### src/rtl/dac_frame_scheduler_if.sv
// Sample-source and serializer bus seen by the DAC frame scheduler.
// The master side is the scheduler; the slave side is the sample generator plus SPI serializer.
interface dac_frame_scheduler_if #(
  parameter int SIZE = 12,
  parameter int NCH  = 4,
  parameter int CW   = (NCH > 1) ? $clog2(NCH) : 1
);
  logic [NCH-1:0]  ch_en;
  logic            smp_req;
  logic [CW-1:0]   smp_ch;
  logic            smp_ack;
  logic [SIZE-1:0] smp_data;
  logic            xfer_start;
  logic [3:0]      xfer_cmd;
  logic [3:0]      xfer_addr;
  logic [SIZE-1:0] xfer_data;
  logic            xfer_done;
  logic            dac_clr;
  logic            busy;
  logic            overrun;

  modport master (
    input  ch_en, smp_ack, smp_data, xfer_done,
    output smp_req, smp_ch, xfer_start, xfer_cmd, xfer_addr, xfer_data,
           dac_clr, busy, overrun
  );

  modport slave (
    output ch_en, smp_ack, smp_data, xfer_done,
    input  smp_req, smp_ch, xfer_start, xfer_cmd, xfer_addr, xfer_data,
           dac_clr, busy, overrun
  );
endinterface

### src/rtl/dac_frame_scheduler.sv
// Per divider tick, fetches a sample for each enabled channel in ascending order and hands
// it to the SPI serializer; also holds dac_clr low for CLR_LEN cycles after reset.
module dac_frame_scheduler #(
  parameter int DIV     = 50000,
  parameter int SIZE    = 12,
  parameter int NCH     = 4,
  parameter int CLR_LEN = 16
) (
  input  logic                  clk,
  input  logic                  rst,
  dac_frame_scheduler_if.master dif
);
  localparam int CW = (NCH > 1) ? $clog2(NCH) : 1;
  localparam int TW = (DIV > 1) ? $clog2(DIV) : 1;
  localparam int KW = (CLR_LEN > 1) ? $clog2(CLR_LEN) : 1;
  localparam logic [TW-1:0] TICK_LAST = TW'(DIV - 1);
  localparam logic [KW-1:0] CLR_LAST  = KW'(CLR_LEN - 1);

  typedef enum logic [2:0] {S_CLR, S_IDLE, S_REQ, S_START, S_WAIT} state_t;

  state_t          state_q, state_d;
  logic [TW-1:0]   tick_cnt_q, tick_cnt_d;
  logic [KW-1:0]   clr_cnt_q, clr_cnt_d;
  logic [NCH-1:0]  en_q, en_d;
  logic [CW-1:0]   ch_q, ch_d;
  logic [SIZE-1:0] data_q, data_d;
  logic            overrun_q, overrun_d;
  logic            tick;
  logic            first_vld, next_vld;
  logic [CW-1:0]   first_ch, next_ch;

  // Divider is frozen at zero while the DAC is still being cleared.
  always_comb begin
    tick       = (state_q != S_CLR) && (tick_cnt_q == TICK_LAST);
    tick_cnt_d = tick_cnt_q + TW'(1);
    if (state_q == S_CLR || tick_cnt_q == TICK_LAST) begin
      tick_cnt_d = '0;
    end
  end

  // Descending scan so the lowest qualifying channel is the last one written.
  always_comb begin
    first_vld = 1'b0;
    first_ch  = '0;
    next_vld  = 1'b0;
    next_ch   = '0;
    for (int i = NCH - 1; i >= 0; i--) begin
      if (dif.ch_en[i]) begin
        first_vld = 1'b1;
        first_ch  = CW'(i);
      end
      if (en_q[i] && (i > int'(ch_q))) begin
        next_vld = 1'b1;
        next_ch  = CW'(i);
      end
    end
  end

  always_comb begin
    state_d   = state_q;
    clr_cnt_d = clr_cnt_q;
    en_d      = en_q;
    ch_d      = ch_q;
    data_d    = data_q;
    // A tick landing on the WAIT->IDLE cycle still sees WAIT here, so it is an overrun.
    overrun_d = overrun_q | (tick && (state_q != S_IDLE));
    case (state_q)
      S_CLR: begin
        if (clr_cnt_q == CLR_LAST) begin
          state_d = S_IDLE;
        end else begin
          clr_cnt_d = clr_cnt_q + KW'(1);
        end
      end
      S_IDLE: begin
        if (tick) begin
          en_d = dif.ch_en;
          if (first_vld) begin
            ch_d    = first_ch;
            state_d = S_REQ;
          end
        end
      end
      S_REQ: begin
        if (dif.smp_ack) begin
          data_d  = dif.smp_data;
          state_d = S_START;
        end
      end
      S_START: state_d = S_WAIT;
      S_WAIT: begin
        if (dif.xfer_done) begin
          if (next_vld) begin
            ch_d    = next_ch;
            state_d = S_REQ;
          end else begin
            state_d = S_IDLE;
          end
        end
      end
      default: state_d = S_CLR;
    endcase
  end

  always_ff @(posedge clk or negedge rst) begin
    if (!rst) begin
      state_q    <= S_CLR;
      tick_cnt_q <= '0;
      clr_cnt_q  <= '0;
      en_q       <= '0;
      ch_q       <= '0;
      data_q     <= '0;
      overrun_q  <= 1'b0;
    end else begin
      state_q    <= state_d;
      tick_cnt_q <= tick_cnt_d;
      clr_cnt_q  <= clr_cnt_d;
      en_q       <= en_d;
      ch_q       <= ch_d;
      data_q     <= data_d;
      overrun_q  <= overrun_d;
    end
  end

  assign dif.smp_req    = (state_q == S_REQ);
  assign dif.smp_ch     = ch_q;
  assign dif.xfer_start = (state_q == S_START);
  assign dif.xfer_cmd   = 4'b0011;
  assign dif.xfer_addr  = 4'(ch_q);
  assign dif.xfer_data  = data_q;
  assign dif.dac_clr    = (state_q != S_CLR);
  assign dif.busy       = (state_q == S_REQ) || (state_q == S_START) || (state_q == S_WAIT);
  assign dif.overrun    = overrun_q;
endmodule

### src/flat_wrapper.sv
// flat-port wrapper written by rule: the top's interface ports become plain ports
module dac_frame_scheduler_flat 
#(
  parameter int DIV     = 50000,
  parameter int SIZE    = 12,
  parameter int NCH     = 4,
  parameter int CLR_LEN = 16
)
  (clk, rst, dif_ch_en, dif_smp_ack, dif_smp_data, dif_xfer_done, dif_smp_req, dif_smp_ch, dif_xfer_start, dif_xfer_cmd, dif_xfer_addr, dif_xfer_data, dif_dac_clr, dif_busy, dif_overrun);
  dac_frame_scheduler_if #(.SIZE(SIZE), .NCH(NCH)) dif_i ();
  input  logic clk;
  input  logic rst;
  input wire logic [$bits(dif_i.ch_en)-1:0] dif_ch_en;
  input wire logic [$bits(dif_i.smp_ack)-1:0] dif_smp_ack;
  input wire logic [$bits(dif_i.smp_data)-1:0] dif_smp_data;
  input wire logic [$bits(dif_i.xfer_done)-1:0] dif_xfer_done;
  output wire logic [$bits(dif_i.smp_req)-1:0] dif_smp_req;
  output wire logic [$bits(dif_i.smp_ch)-1:0] dif_smp_ch;
  output wire logic [$bits(dif_i.xfer_start)-1:0] dif_xfer_start;
  output wire logic [$bits(dif_i.xfer_cmd)-1:0] dif_xfer_cmd;
  output wire logic [$bits(dif_i.xfer_addr)-1:0] dif_xfer_addr;
  output wire logic [$bits(dif_i.xfer_data)-1:0] dif_xfer_data;
  output wire logic [$bits(dif_i.dac_clr)-1:0] dif_dac_clr;
  output wire logic [$bits(dif_i.busy)-1:0] dif_busy;
  output wire logic [$bits(dif_i.overrun)-1:0] dif_overrun;
  assign dif_i.ch_en = dif_ch_en;
  assign dif_i.smp_ack = dif_smp_ack;
  assign dif_i.smp_data = dif_smp_data;
  assign dif_i.xfer_done = dif_xfer_done;
  assign dif_smp_req = dif_i.smp_req;
  assign dif_smp_ch = dif_i.smp_ch;
  assign dif_xfer_start = dif_i.xfer_start;
  assign dif_xfer_cmd = dif_i.xfer_cmd;
  assign dif_xfer_addr = dif_i.xfer_addr;
  assign dif_xfer_data = dif_i.xfer_data;
  assign dif_dac_clr = dif_i.dac_clr;
  assign dif_busy = dif_i.busy;
  assign dif_overrun = dif_i.overrun;
  dac_frame_scheduler #(.DIV(DIV), .SIZE(SIZE), .NCH(NCH), .CLR_LEN(CLR_LEN)) u_core (.clk(clk), .rst(rst), .dif(dif_i));
endmodule
### config.mk
export PLATFORM = sky130hd
export DESIGN_NAME = dac_frame_scheduler_flat
export DESIGN_NICKNAME = d
export VERILOG_FILES = /design/src/rtl/dac_frame_scheduler_if.sv /design/src/rtl/dac_frame_scheduler.sv /design/src/flat_wrapper.sv
export SDC_FILE = /design/constraint.sdc
export NUM_CORES = 1
export LEC_CHECK = 0
export ABC_AREA = 1
export BUFFER_PORTS_ARGS = -buffer_cell sky130_fd_sc_hd__buf_2
export CORE_MARGIN = 3
export CORE_UTILIZATION = 40
export CTS_CLUSTER_DIAMETER = 60
export DETAILED_ROUTE_END_ITERATION = 10
export MAX_ROUTING_LAYER = met4
export PLACE_DENSITY = 0.7
export SLEW_MARGIN = 20
export SYNTH_ARGS = -nofsm -noshare
export SYNTH_HDL_FRONTEND = slang
export SYNTH_SLANG_ARGS = --single-unit
### constraint.sdc
create_clock -name clk -period 1.84 [get_ports clk]
set_input_delay 0.276 -clock clk [delete_from_list [all_inputs] [get_ports clk]]
set_output_delay 0.276 -clock clk [all_outputs]
set_load 0.01 [all_outputs]
==> impl_metrics.ini, run 1 <==
[sta]
rsz0062_at_grt = false
worst_pin_slew_ns = 0.518
finalCritPeriodShare = 0.863
timing.fmax_ghz = 0.630
fin_crit_ns = 1.59
hold_violations = 0
tns_ns = 0
final.setup_skew_ns = 0.00305
whs_ns = 0.0285
worst_slack_ns = 0.252
setup_viol = 0
slew-limit-headroom = 0.655
slew_violations = 0

[pwr]
power.total_mw = 3.31
p_leak_nw = 1.28
power_density_nw_per_um2 = 1320
ir_worst_vdd_mv = 0.619

[placed_design]
io_buffers = 40
dp_slack_ns = 0.259
hpwl_um = 2880
globalplace.congestion = 0.846

[synth]
synth-seq-cells = 41
synthCells = 237
ys_seq_area_frac = 0.476
yosysWarnings = 0
syn_area_sq_um = 2150
avgSynthCellArea_sq_um = 9.09
yosysUniqueCellTypes = 31

[route]
ant_nets = 0
drc = 0
drt_first_pass_iters = 4
avgRoutedWirePerCell_um = 10.9
viasPerCell = 4.58
drtIter0Drc = 78
num_vias = 1603
drt-total-wl_um = 3830

[cts]
numCtsBuffers = 5
clockBufferDepth = 2
cts.sinks = 41
clock_latency_ns = 0.29
cts_resized = 0
post_cts_buffers = 0
clkTransAtPathRegs_ns = 0.08
cts_tree = done
cts_hold_buf = 0
htree_levels = 2
clock-root-buffer = clkbuf_8

[cells_and_area]
final_common_cell = nand2_1
drive_above_1_share = 0.286
num-nets-final = 301
area_delta_synth_final_pct = 16.1
num_antenna_cells = 0
most-common-layout-cells = nand2_1 (46), dfrtp_1 (41), buf_2 (40), nor2_1 (30), inv_1 (24)
fillCellCount = 502

[min_path]
hp-class = in -> async

[floorplanning]
rows = 26
num_io_pins = 47
die_area_sq_um = 6300
die_h_um = 79.4
initial_core_util = 0.417
fp.coreArea_sq_um = 5170
die-width_um = 79.4

[worst_setup_path]
critPathSlowestCell = dfrtp_1
cp_max_fo = 14
slowest_delay_ns = 0.37
path_class = reg -> reg
reg2regPathDepth = 10
crit_chain = ha_1 -> nand2_1 -> inv_2 -> nand2_2 -> nor2_2 -> nand2_1 -> nand2_2 -> inv_2 -> o21ai_0 -> nor2_1
endpoint_kind = flip-flop
arrival_ns = 1.78
crit_required_ns = 2.03
cp-start-kind = flip-flop

[flow_run]
maxCapViolations = 0

[global_routing]
grt_pass1_wl_um = 6710
grt.overflow.total = 0
grt_pass1_vias = 1503
antenna_found_initial = 0
grt.total_usage = 0.138
grt_max_degree = 42

[run_status]
status = completed
[metal layers]
metal | GRT usage | up-vias | part of all wire
met2 | 0.206 | 33 | 0.47
li1 | - | 823 | -
met1 | 0.180 | 742 | 0.47
met5 | - | - | 0
met3 | 0.0463 | 5 | 0.050
met4 | 0.0412 | 0 | 0.0097
[worst max-delay path: cells and delay by family (launching register included)]
family	cells	cell delay, ns
simple gates	6	0.72
flops	1	0.37
fa+ha+maj	1	0.17
buf+inv	2	0.15
compound gates	1	0.07
[final timing paths]
path                       slack (ns)                 start                 endpoint
max reg2reg                      0.25  u_core.tick_cnt_q[0]    u_core.tick_cnt_q[11]
max                              0.25  u_core.tick_cnt_q[0]    u_core.tick_cnt_q[11]
min                              0.03                   rst           u_core.en_q[2]
min reg2reg                      0.46  u_core.tick_cnt_q[0]     u_core.tick_cnt_q[0]
min in group clk                 0.21       dif_smp_data[8]  u_core.dif.xfer_data[8]
max in group asynchronous        1.45                   rst     u_core.tick_cnt_q[7]
[cell type report]
type	instances	area, sq um	share of cell area
clock buffer	6	82.6	0.0330
clock inverter	2	37.5	0.0150
inverter	28	105	0.0420
multi-input combinational	162	956	0.382
sequential	41	1030	0.410
tap	70	87.6	0.0350
timing repair buffer	41	208	0.0830
[state kept, by name, summed over array words and instances (netlist names)]
signal,flops
u_core.dif.smp_ch,2
u_core.clr_cnt_q,4
u_core.en_q,3
u_core.dif.overrun,1
u_core.dif.xfer_data,12
u_core.state_q,3
u_core.tick_cnt_q,16
[cell usage after synthesis (all sizes together)]
| cell | number | area, sq um |
|---|---|---|
| a21oi | 7 | 38.8 |
| nand2 | 53 | 226 |
| nand4 | 4 | 25.0 |
| o22ai | 1 | 6.26 |
| xnor2 | 5 | 43.8 |
| o2111ai | 1 | 8.76 |
| o21ai | 6 | 30.0 |
| nor3b | 1 | 7.51 |
| conb | 2 | 7.51 |
| o21bai | 1 | 7.51 |
| nand3 | 16 | 97.6 |
| buf | 10 | 82.6 |
| ha | 2 | 25.0 |
| nor3 | 4 | 20.0 |
| nor2 | 35 | 158 |
| xor2 | 5 | 43.8 |
| mux2 | 12 | 173 |
| a211oi | 1 | 7.51 |
| dfrtp | 41 | 1030 |
| nand3b | 2 | 15.0 |
| inv | 28 | 105 |
[kinds of logic after synthesis]
group | Yosys count | share of synthesized area
buffers and inverters | 38 | 0.0871
AO/OA/AOI/OAI | 17 | 0.0459
flip-flops | 41 | 0.476
AND/OR/NAND/NOR | 115 | 0.255
multiplexers | 12 | 0.0801
other | 2 | 0.00349
adder cells (fa/ha/maj) | 2 | 0.0116
XOR/XNOR | 10 | 0.0406
[metrics by stage]
stage | instances | utilization | cell area, sq um
after detailed placement | 342 | 0.461 | 2380
final | 350 | 0.484 | 2500
after global placement | 342 | 0.461 | 2380
after floorplan | 241 | - | 2170
after global routing | 350 | 0.484 | 2500
after CTS | 350 | 0.484 | 2500
[report_power, final]
part	switching [mW]	total (mW)	internal, mW
combinational	0.645	1.20	0.559
sequential	0.188	1.34	1.15
clock	0.324	0.765	0.441
(Power assumes the default switching activity.)
==> run 2, diff against run 1 <==
Settings changed: CORE_ASPECT_RATIO from default to 1.4.
==> run 2 against run 1 <==
Net effect: wire length increased by 6.0%; register-to-register slack improved by 0.05 ns; critical endpoint is now dif_dac_clr; critical path type is now reg -> out; highest routed layer unchanged; critical path depth decreased by 7.
==> impl_metrics.ini, run 2 (synthesis results as in run 1) <==
[placed_design]
hpwl_um = 3220
globalplace.congestion = 0.836
io_buffers = 40
dpl_cell_area_sq_um = 2390

[sta]
slew_violations = 0
fin_crit_ns = 1.59
worst_pin_slew_ns = 0.503
rsz0062_at_grt = false
hold_violations = 0
tns_ns = 0
final.setup_skew_ns = 0.00512
slew-limit-headroom = 0.665
setup_viol = 0
finalCritPeriodShare = 0.863
timing.fmax_ghz = 0.630

[pwr]
switching_share = 0.350
ir_worst_vdd_mv = 0.615
power.total_mw = 3.33
power_frac_seq = 0.404
p_comb_frac = 0.370
power_density_nw_per_um2 = 1320
internal-power_mw = 2.16
p_leak_nw = 1.29
power_switching_mw = 1.16
clockPowerShare = 0.226

[route]
num_vias = 1646
viasPerCell = 4.74
ant_nets = 0
drtIter0Drc = 51
drt_first_pass_iters = 4
avgRoutedWirePerCell_um = 11.7
drc = 0
drt-total-wl_um = 4060

[cts]
post_cts_buffers = 0
cts_tree = done
cts.sinks = 41
htree_levels = 2
clockBufferDepth = 2
numCtsBuffers = 5
clock-root-buffer = clkbuf_8
clkTransAtPathRegs_ns = 0.08
clock_latency_ns = 0.29

[run_status]
status = completed

[worst_setup_path]
r2r_end = u_core.tick_cnt_q[13]
cp_max_fo = 4
arrival_ns = 1.31
slowest_delay_ns = 0.45
reg2regPathDepth = 10
r2r_start = u_core.tick_cnt_q[0]
endpoint_kind = output port
crit_end = dif_dac_clr
crit_chain = nor2_1 -> nand2_1 -> buf_2
crit_required_ns = 1.56
critPathSlowestCell = dfrtp_1
cp-start-kind = flip-flop
r2r_slack_ns = 0.30
path_class = reg -> out
crit_path_start = u_core.state_q[2]

[cells_and_area]
area_delta_synth_final_pct = 17.2
final_common_cell = nand2_1
most-common-layout-cells = nand2_1 (46), dfrtp_1 (41), buf_2 (40), nor2_1 (30), inv_1 (24)
largest_reg_flops = 16
design_area_sq_um = 2520
fillCellCount = 507
ff_latch_area_sq_um = 1030
top_register = u_core.tick_cnt_q
multiInputGateArea_sq_um = 961
num-nets-final = 302
num_antenna_cells = 0
drive_above_1_share = 0.285

[global_routing]
antenna_found_initial = 0
grt_pass1_wl_um = 7270
grt.overflow.total = 0
grt_max_degree = 22
grt.total_usage = 0.151
grt_pass1_vias = 1747

[floorplanning]
num_io_pins = 47
initial_core_util = 0.415
die_area_sq_um = 6320
die-width_um = 68.0
die_h_um = 92.8
rows = 31
fp.coreArea_sq_um = 5200

[min_path]
hp-class = in -> reg

[flow_run]
maxCapViolations = 0
-- run 2: cell count changes in the layout (fill, tap and decap cells not counted) --
cell	previous run	this run
buf_12	0	1
buf_4	1	0
dlygate4sd3_1	0	1
nand2_2	5	4
nand2_4	2	3
-- run 2: metrics by stage --
step	setup WS (ns)	std cells	utilization	hold WS, ns
2_1_floorplan	0.493	241	-	-0.0196
3_3_place_gp	0.308	338	0.460	0.275
3_5_place_dp	0.244	338	0.460	0.275
4_1_cts	0.233	347	0.485	0.198
5_1_grt	0.0849	347	0.486	0.199
6_report	0.253	347	0.486	0.208
-- run 2: worst min path at each step --
stage | start | endpoint | slack (ns) | cells past startpoint
after global routing | dif_smp_data[6] | u_core.dif.xfer_data[6] | 0.20 | 2
final | dif_smp_data[9] | u_core.dif.xfer_data[9] | 0.21 | 2
after floorplan | rst | u_core.clr_cnt_q[0] | -0.02 | 0
after CTS | dif_smp_data[6] | u_core.dif.xfer_data[6] | 0.20 | 2
after detailed placement | rst | u_core.clr_cnt_q[2] | 0.27 | 1
after global placement | rst | u_core.clr_cnt_q[2] | 0.27 | 1
-- run 2: worst max-delay path, delay by kind of cell, from the launching register on --
family	cells	cell delay (ns)
buffers and inverters	1	0.17
flip-flops	1	0.45
AND/OR/NAND/NOR	2	0.40
-- run 2: layout make-up --
cell class | count | area share
sequential | 41 | 0.406
multi-input combinational | 162 | 0.381
timing repair buffer | 42 | 0.0912
inverter | 28 | 0.0416
clock buffer | 6 | 0.0327
tap | 66 | 0.0327
clock inverter | 2 | 0.0149
-- run 2: power groups by stage --
stage	Sequential (mW)	Combinational (mW)	Clock [mW]
3_5_place_dp	1.36	1.24	0
6_report	1.34	1.23	0.751
2_1_floorplan	1.41	0.859	0
3_3_place_gp	1.34	1.21	0
5_1_grt	1.38	1.41	0.806
4_1_cts	1.35	1.24	0.776
-- run 2: timing repair --
item                                    CTS  global route
endpoints found under the setup margin    0             2
hold buffers                              1             0
hold endpoints to repair                 20             0
gates resized for setup                   0             1
-- run 2: routing by layer --
| layer | part of all wire | track usage | up-vias |
|---|---|---|---|
| met1 | 0.38 | 0.161 | 785 |
| met5 | 0 | - | - |
| met2 | 0.56 | 0.263 | 29 |
| li1 | - | - | 823 |
| met4 | 0.023 | 0.0647 | 0 |
| met3 | 0.036 | 0.0279 | 9 |
